File: src/rtl/filter_pkg.sv
// Shared types and constants for the 3x3 window controller.
// Window slots P1..P9 are raster order within the window; P5 is the centre.
package filter_pkg;

   localparam int PIX_W        = 8;
   localparam int FILT_LAT_DEF = 8;

   typedef enum logic [1:0] {
      IDLE  = 2'd0,
      RUN   = 2'd1,
      DRAIN = 2'd2,
      DONE  = 2'd3
   } state_e;

   localparam int P1 = 0;
   localparam int P2 = 1;
   localparam int P3 = 2;
   localparam int P4 = 3;
   localparam int P5 = 4;
   localparam int P6 = 5;
   localparam int P7 = 6;
   localparam int P8 = 7;
   localparam int P9 = 8;

   // P1 sits in the top byte of the packed window, P9 in the bottom byte
   function automatic int slot_lsb(input int slot);
      return (P9 - slot) * PIX_W;
   endfunction

endpackage

File: src/rtl/filter_window_ctrl_line_buffer.sv
// Shift-enable delay line: dout is the sample written DEPTH enables ago.
// Single-cycle shift per enable; no backpressure, the caller gates en.
module line_buffer #(
   parameter int DEPTH = 64,
   parameter int WIDTH = 8
) (
   input  logic             clk,
   input  logic             rst_n,
   input  logic             en,
   input  logic [WIDTH-1:0] din,
   output logic [WIDTH-1:0] dout
);

   logic [WIDTH-1:0] mem_q [DEPTH];

   always_ff @(posedge clk or negedge rst_n) begin
      if (!rst_n) begin
         for (int i = 0; i < DEPTH; i++) mem_q[i] <= '0;
      end else if (en) begin
         mem_q[0] <= din;
         for (int i = 1; i < DEPTH; i++) mem_q[i] <= mem_q[i-1];
      end
   end

   assign dout = mem_q[DEPTH-1];

endmodule

File: src/rtl/filter_window_ctrl.sv
// Frame sequencer: builds 3x3 windows from a raster stream, issues act one cycle after
// the completing pixel, and emits out_wr FILT_LAT cycles after each act; in_ready only in RUN.
module filter_window_ctrl
   import filter_pkg::*;
#(
   parameter int IMG_W    = 64,
   parameter int IMG_H    = 64,
   parameter int FILT_LAT = FILT_LAT_DEF,
   parameter int AW       = 12
) (
   input  logic               clk,
   input  logic               rst_n,
   input  logic               start,
   input  logic               in_valid,
   input  logic [PIX_W-1:0]   in_pixel,
   output logic               in_ready,
   output logic [9*PIX_W-1:0] win_pixels,
   output logic               act,
   output logic               out_wr,
   output logic [AW-1:0]      out_addr,
   output logic               busy,
   output logic               done
);

   localparam int CW    = $clog2(IMG_W);
   localparam int RW    = $clog2(IMG_H);
   localparam int N_OUT = (IMG_W - 2) * (IMG_H - 2);
   localparam int OCW   = $clog2(N_OUT + 1);

   state_e             state_q, state_d;
   logic [CW-1:0]      col_q, col_d;
   logic [RW-1:0]      row_q, row_d;
   logic [OCW-1:0]     ocnt_q, ocnt_d;
   logic [AW-1:0]      addr_q, addr_d;
   logic [FILT_LAT-1:0] dl_q, dl_d;
   logic               act_q, act_d;
   logic [PIX_W-1:0]   win_q [9];
   logic [PIX_W-1:0]   win_d [9];
   logic [9*PIX_W-1:0] wout_q, wout_d;
   logic [PIX_W-1:0]   lb0_out, lb1_out;
   logic               accept, clr, last_pix;

   assign accept   = (state_q == RUN) && in_valid;
   assign clr      = (state_q == IDLE) && start;
   assign last_pix = (row_q == RW'(IMG_H - 1)) && (col_q == CW'(IMG_W - 1));

   line_buffer #(.DEPTH(IMG_W), .WIDTH(PIX_W)) u_lb0 (
      .clk  (clk),
      .rst_n(rst_n),
      .en   (accept),
      .din  (in_pixel),
      .dout (lb0_out)
   );

   line_buffer #(.DEPTH(IMG_W), .WIDTH(PIX_W)) u_lb1 (
      .clk  (clk),
      .rst_n(rst_n),
      .en   (accept),
      .din  (lb0_out),
      .dout (lb1_out)
   );

   always_comb begin
      col_d = col_q;
      row_d = row_q;
      if (clr) begin
         col_d = '0;
         row_d = '0;
      end else if (accept) begin
         if (col_q == CW'(IMG_W - 1)) begin
            col_d = '0;
            row_d = row_q + RW'(1);
         end else begin
            col_d = col_q + CW'(1);
         end
      end
   end

   // Window shifts left on accept; right column comes from the two line buffers and the live pixel
   always_comb begin
      for (int s = 0; s < 9; s++) win_d[s] = win_q[s];
      act_d = 1'b0;
      if (accept) begin
         for (int r = 0; r < 3; r++) begin
            win_d[3*r]     = win_q[3*r + 1];
            win_d[3*r + 1] = win_q[3*r + 2];
         end
         win_d[P3] = lb1_out;
         win_d[P6] = lb0_out;
         win_d[P9] = in_pixel;
         act_d = (row_q >= RW'(2)) && (col_q >= CW'(2));
      end
      wout_d = wout_q;
      if (act_d) begin
         for (int s = 0; s < 9; s++) wout_d[slot_lsb(s) +: PIX_W] = win_d[s];
      end
   end

   // The filter pipeline advances every cycle regardless of input gaps
   always_comb begin
      dl_d[0] = act_q;
      for (int i = 1; i < FILT_LAT; i++) dl_d[i] = dl_q[i-1];
   end

   always_comb begin
      addr_d = addr_q;
      ocnt_d = ocnt_q;
      if (clr) begin
         addr_d = '0;
         ocnt_d = '0;
      end else if (out_wr) begin
         addr_d = addr_q + AW'(1);
         ocnt_d = ocnt_q + OCW'(1);
      end
   end

   // Looking at ocnt_d lets done land the cycle right after the final write
   always_comb begin
      state_d = state_q;
      case (state_q)
         IDLE:    if (start) state_d = RUN;
         RUN:     if (accept && last_pix) state_d = DRAIN;
         DRAIN:   if (ocnt_d == OCW'(N_OUT)) state_d = DONE;
         DONE:    state_d = IDLE;
         default: state_d = IDLE;
      endcase
   end

   always_ff @(posedge clk or negedge rst_n) begin
      if (!rst_n) begin
         state_q <= IDLE;
         col_q   <= '0;
         row_q   <= '0;
         ocnt_q  <= '0;
         addr_q  <= '0;
         dl_q    <= '0;
         act_q   <= 1'b0;
         wout_q  <= '0;
         for (int s = 0; s < 9; s++) win_q[s] <= '0;
      end else begin
         state_q <= state_d;
         col_q   <= col_d;
         row_q   <= row_d;
         ocnt_q  <= ocnt_d;
         addr_q  <= addr_d;
         dl_q    <= dl_d;
         act_q   <= act_d;
         wout_q  <= wout_d;
         for (int s = 0; s < 9; s++) win_q[s] <= win_d[s];
      end
   end

   assign in_ready   = (state_q == RUN);
   assign busy       = (state_q == RUN) || (state_q == DRAIN);
   assign done       = (state_q == DONE);
   assign act        = act_q;
   assign out_wr     = dl_q[FILT_LAT-1];
   assign out_addr   = addr_q;
   assign win_pixels = wout_q;

endmodule

File: config.mk
export PLATFORM = sky130hd
export DESIGN_NAME = filter_window_ctrl
export DESIGN_NICKNAME = d
export VERILOG_FILES = /design/src/rtl/filter_pkg.sv /design/src/rtl/filter_window_ctrl_line_buffer.sv /design/src/rtl/filter_window_ctrl.sv
export SDC_FILE = /design/constraint.sdc
export NUM_CORES = 2
export LEC_CHECK = 0
export CORE_MARGIN = 5
export CORE_UTILIZATION = 45
export CTS_CLUSTER_DIAMETER = 200
export DETAILED_ROUTE_END_ITERATION = 8
export MAX_ROUTING_LAYER = met4
export PLACE_DENSITY = 0.66
export SYNTH_ARGS = -nofsm -noshare
export SYNTH_HDL_FRONTEND = slang
export SYNTH_HIERARCHICAL = 1
export SYNTH_SLANG_ARGS = --single-unit
File: constraint.sdc
create_clock -name clk -period 3.3 [get_ports clk]
set_clock_uncertainty 0.1 [all_clocks]
set_input_delay 0.33 -clock clk [delete_from_list [all_inputs] [get_ports clk]]
set_output_delay 0.33 -clock clk [all_outputs]
set_load 0.05 [all_outputs]
### Word-level counts from Yosys, hierarchy flattened

Cells that the tools add are included.

* flip-flop bits (word level): 1215
* bits of input ports: 12
* output and inout bits: 89
* logic and storage cells: 188

* add/sub/neg operators: 4
* $lt $le $gt $ge: 2
* equality and inequality tests: 9
* mux-type cells: 16
* reduce and logical (&&, ||, !) cells: 12

Operators by type and width (number)
* 72-bit two-way mux: 1
* 12-bit two-way mux: 4
* 6-bit two-way mux: 6
* 12-bit by 1-bit adder with 12-bit output (second input constant): 2
* 6-bit by 1-bit adder with 6-bit output (second input constant): 2
* 12-bit == test (second input constant): 1
* 6-bit == test (second input constant): 2
* 6-bit by 2-bit greater-or-equal comparator with 1-bit output (second input constant): 2
* 2-bit case mux with 4 select lines: 1
* 2-bit two-way mux: 3
* 2-bit nonzero test: 3
* 1-bit logical AND: 5
* 2-bit == test (second input constant): 2
* 2-bit != test (second input constant): 2
* 3-bit AND reduction: 1
* 2-bit by 1-bit == test with 1-bit output (second input constant): 1
* 2-bit zero test: 1
* 2-bit by 1-bit != test with 1-bit output (second input constant): 1
* 2-bit AND reduction: 1
* 1-bit logical OR: 1
* 1-bit two-way mux: 1

### Logic depth before layout (Yosys ltp)

* word-level depth: 6
* gate-level depth with buffers: 10
* gate-level depth less buffers: 8

### Hierarchy

The synthesis kept the hierarchy.

Modules (own cells, without submodules)
* line_buffer: times used 2, cells each 1089, area an instance 19281.0 µm², sequential area each 12812.3 µm²
* filter_window_ctrl: times used 1, cells each 687, area an instance 7624.8 µm², sequential area each 4779.6 µm²

### Worst setup path before layout

No wires, ideal clock.

* path type: reg-to-reg
* start: register state_q[1]
* end: register u_lb0/mem_q[115] in the netlist's numbering
* setup time: 0.125 ns
* arrival time: 2.533 ns
* data required time: 3.075 ns
* path slack: 0.542 ns
* stages on the path, launching flop included: 11
* path buffers: 5
* clock period less this slack: 2.758 ns
* path through: dfrtp_1 > inv_1 > ha_1 > nand2_1 > clkbuf_1 > inv_1 > clkbuf_1 > buf_6 > buf_6 > clkbuf_8 > mux2_2

* longest elaborated chain between the ends: 2

Ends and longest elaborated chain
* start, declared: line filter_window_ctrl.sv:30 `state_e state_q, state_d;`
* start signal, assigned: line filter_window_ctrl.sv:141 `state_q <= state_d;`
* 2-bit by 1-bit == test with 1-bit output
* named net in_ready: line filter_window_ctrl.sv:16 `output logic in_ready,`
* 1-bit logical AND: line filter_window_ctrl.sv:43 `assign accept = (state_q == RUN) && in_valid;`
* named net accept: line filter_window_ctrl.sv:41 `logic accept, clr, last_pix;`
* end, declared: line filter_window_ctrl_line_buffer.sv:14 `logic [WIDTH-1:0] mem_q [DEPTH];`

The timed path passes the listed nets, and every way through them passes these cells.
A chain may end at the register's enable or synchronous reset.

### Final worst setup path

* start: register state_q[1]
* end: output busy

* longest elaborated chain between the ends: 2

Ends and longest elaborated chain
* 2-bit by 1-bit == test with 1-bit output or 2-bit == test (tied branches): line filter_window_ctrl.sv:154 `assign busy = (state_q == RUN) || (state_q == DRAIN);`
* 1-bit logical OR *: line filter_window_ctrl.sv:154
* end, declared: line filter_window_ctrl.sv:21 `output logic busy,`

Mark *: on every way between the ends. The rest lies on a longest branch, timed or not.

==> summary.txt <==
Logic synthesis
  – Synth Register Bits: between 1000 and 1500
  – Post-Synthesis Cells: between 2000 and 3000
  – Mapped cell area: between 0.04 and 0.05 mm2
  – Top post-synthesis cells by area: dfrtp_1 (66%), mux2_2 (27%), buf_6 (2.2%)
  – Yosys top cell area share: 0.658
  – Net count after synthesis: 2888
  – FFs w/ async S/R, synth: 1.00
  – Synth top cells by count: dfrtp_1 (1215), mux2_2 (1090), nand2_1 (236)
  – Unique masters post-synth: 38
  – EDFF count, synth: 0
  – Ys Warns: 6
  – Cell with the most instances after synthesis: dfrtp_1
  – Post-synth top flop: dfrtp_1
  – Post-synth top area cell: dfrtp_1
  – Syn Area/Cell: 16.1 um2
  – Sequential area share after synthesis: 0.658

STA
  – Rel. slew slack: 0.313
  – Worst slew pin tran: around 1000 ps
  – Tcrit/Tclk final: 0.840
  – Final critical-path required period: approximately 2800 ps
  – Max Slew Vio Count: 0
  – Max Clk Rate: between 0.3 and 0.4 GHz
  – Total negative slack: 0 ps
  – Hold Slack: around 80 ps
  – Final-report hold violation count: 0
  – # setup viols final: 0
  – RSZ-0062 raised after global routing: no

GRT
  – First-pass GRT wire length: around 120000 um
  – Grt ovf: 0
  – Vias in the first global route: 24296
  – Largest net degree at the start of global routing: approximately 130
  – Initial antenna violation count: 2
  – Total GRT Usage: 0.137

Routing
  – First DRT Iteration DRCs: approximately 980
  – Vias per inst: roughly 4.9
  – DRT antenna net count: 0
  – Routed WL: 70400 um
  – DR DRC count: 0
  – DRT Pass-1 Iters: 4
  – Wire per inst: between 15 and 20 um
  – Vias: about 22000

Critical path
  – CP Class: reg2out
  – WP buf/inv: 2
  – CP Capture Type: output pin
  – Worst path slowest cell: clkdlybuf4s50_1
  – Critical Path Max Stage Delay: 810 ps
  – Worst EP required: ~2900 ps
  – Cell Chain, Critical Path: inv_1, ha_1, clkdlybuf4s50_1
  – Worst r2r src: ocnt_q[2]
  – Worst Setup Start Kind: flop
  – Crit path DAT: 2340 ps
  – CP max FO: 5
  – Top Family by Delay on Critical Path: buffers and inverters
  – CP Launch Point: state_q[1]

Floorplan
  – Initial Util: 0.453
  – Die H: around 330 um
  – DIE WIDTH: around 330 um
  – # IOs: roughly 100
  – Num rows: approximately 120
  – Die ar.: around 0.11 mm2
  – Core area: ~0.10 mm2

Power
  – PnR Total Power: approximately 0.034 W
  – Leak: approximately 27 nW
  – Cell area power density: about 650 mW/mm2
  – Worst vdd ir: 621 uV

CTS
  – TritonCTS clock tree: yes
  – Root Driver: clkbuf_16
  – Post-CTS setup buffer count: 0
  – Clk sinks: roughly 1200
  – Reg clk slew, reported paths: about 60 ps
  – Clk_lat worst skew: around 680 ps
  – Clock buffer depth: 3
  – CTS Buf Count: around 120
  – H-tree depth: 3

Placed design
  – DP HPWL: around 44000 um
  – Gpl congestion: around 0.74
  – Number of port buffers: 100

Hold path
  – Worst min-delay path class: in2async

Finish
  – Nets: between 3000 and 4000
  – Fraction of layout cells with a size suffix above 1: 0.440
  – Area grow syn2layout: 13.9%
  – Fin util: 0.516

Job
  – Max_cap viols: 0

Outcome
  – Status: finished clean
metrics by stage:
stage          instances  worst slack, ps  instance area, um2
2_1_floorplan       2865              542               46200
3_3_place_gp        4245              644               48300
3_5_place_dp        4245              677               48300
4_1_cts             4468              457               52600
5_1_grt             4469              379               52600
6_report            4469              527               52600
cell type report:
class / count / area [um2]
fillers: 8398 / 49300
flip-flops and latches: 1215 / 30400
multi-input cells: 1483 / 14200
diodes: 1 / 2.50
clock inverters: 57 / 870
clock buffers: 165 / 3380
well taps: 1368 / 1710
inverters: 7 / 33.8
repair buffers: 173 / 1960
placed cells by master (no fill, tap or decap), drive strengths merged, types with 5 or more instances in the layout:
master / n
dfrtp: 1215
buf: 73
o21ai: 7
mux2: 1096
clkbuf: 165
xnor2: 6
inv: 10
or3: 5
and3: 8
clkinv: 31
or4: 5
xor2: 17
a21oi: 10
nand4: 13
ha: 11
nor2: 36
bufinv: 19
clkdlybuf4s50: 99
nand2: 236
final timing paths:
path,endpoint,slack [ps],depth (start not counted)
worst max-delay path,busy,530,3
worst min-delay path,u_lb0/mem_q[435],80,2
min in group clk,win_q[4],130,3
max in group asynchronous,u_lb0/mem_q[330],1860,3
worst max register to register,state_q[0],680,5
worst min register to register,dl_q[4],240,0
state kept, by name, summed over array words and instances, names as in the netlist:
| signal | count |
|---|---|
| u_lb0/mem_q | 504 |
| u_lb1/mem_q | 504 |
| win_pixels | 72 |
| win_q | 72 |
| ocnt_q | 12 |
| out_addr | 12 |
| dl_q | 8 |
| u_lb0/dout | 8 |
| u_lb1/dout | 8 |
| col_q | 6 |
| row_q | 6 |
| state_q | 2 |
| act | 1 |
power breakdown:
group	total, W	switching, W	internal [W]	leakage [nW]
combinational	0.00408	0.00220	0.00188	7.69
clock	0.0143	0.00562	0.00868	2.09
sequential	0.0158	0.000323	0.0155	16.9
repair_timing:
action                    in CTS  in global routing
hold buffers                   1                  0
hold endpoints to repair     496                  0
gates resized for setup        0                  0
cells by family after synthesis:
logic type,Yosys count,share of synthesized area
mux,1100,0.268
compound gates,25,0.00336
simple gates,324,0.0292
fa+ha+maj,11,0.00298
flops,1215,0.658
xor+xnor,23,0.00436
buf+inv,167,0.0337
worst register-to-register path: cells and delay by family (launching register included):
| family | cells | cell delay (ps) |
|---|---|---|
| simple gates | 4 | 1720 |
| flops | 1 | 400 |
| compound gates | 1 | 290 |
per-layer routing:
metal | part of all wire | vias up | track usage
met5 | 0 | - | -
met4 | 0.020 | 0 | 0.0354
met3 | 0.038 | 137 | 0.0291
met2 | 0.49 | 241 | 0.221
met1 | 0.45 | 11464 | 0.179
li1 | - | 10223 | -
(Power assumes the default switching activity.)
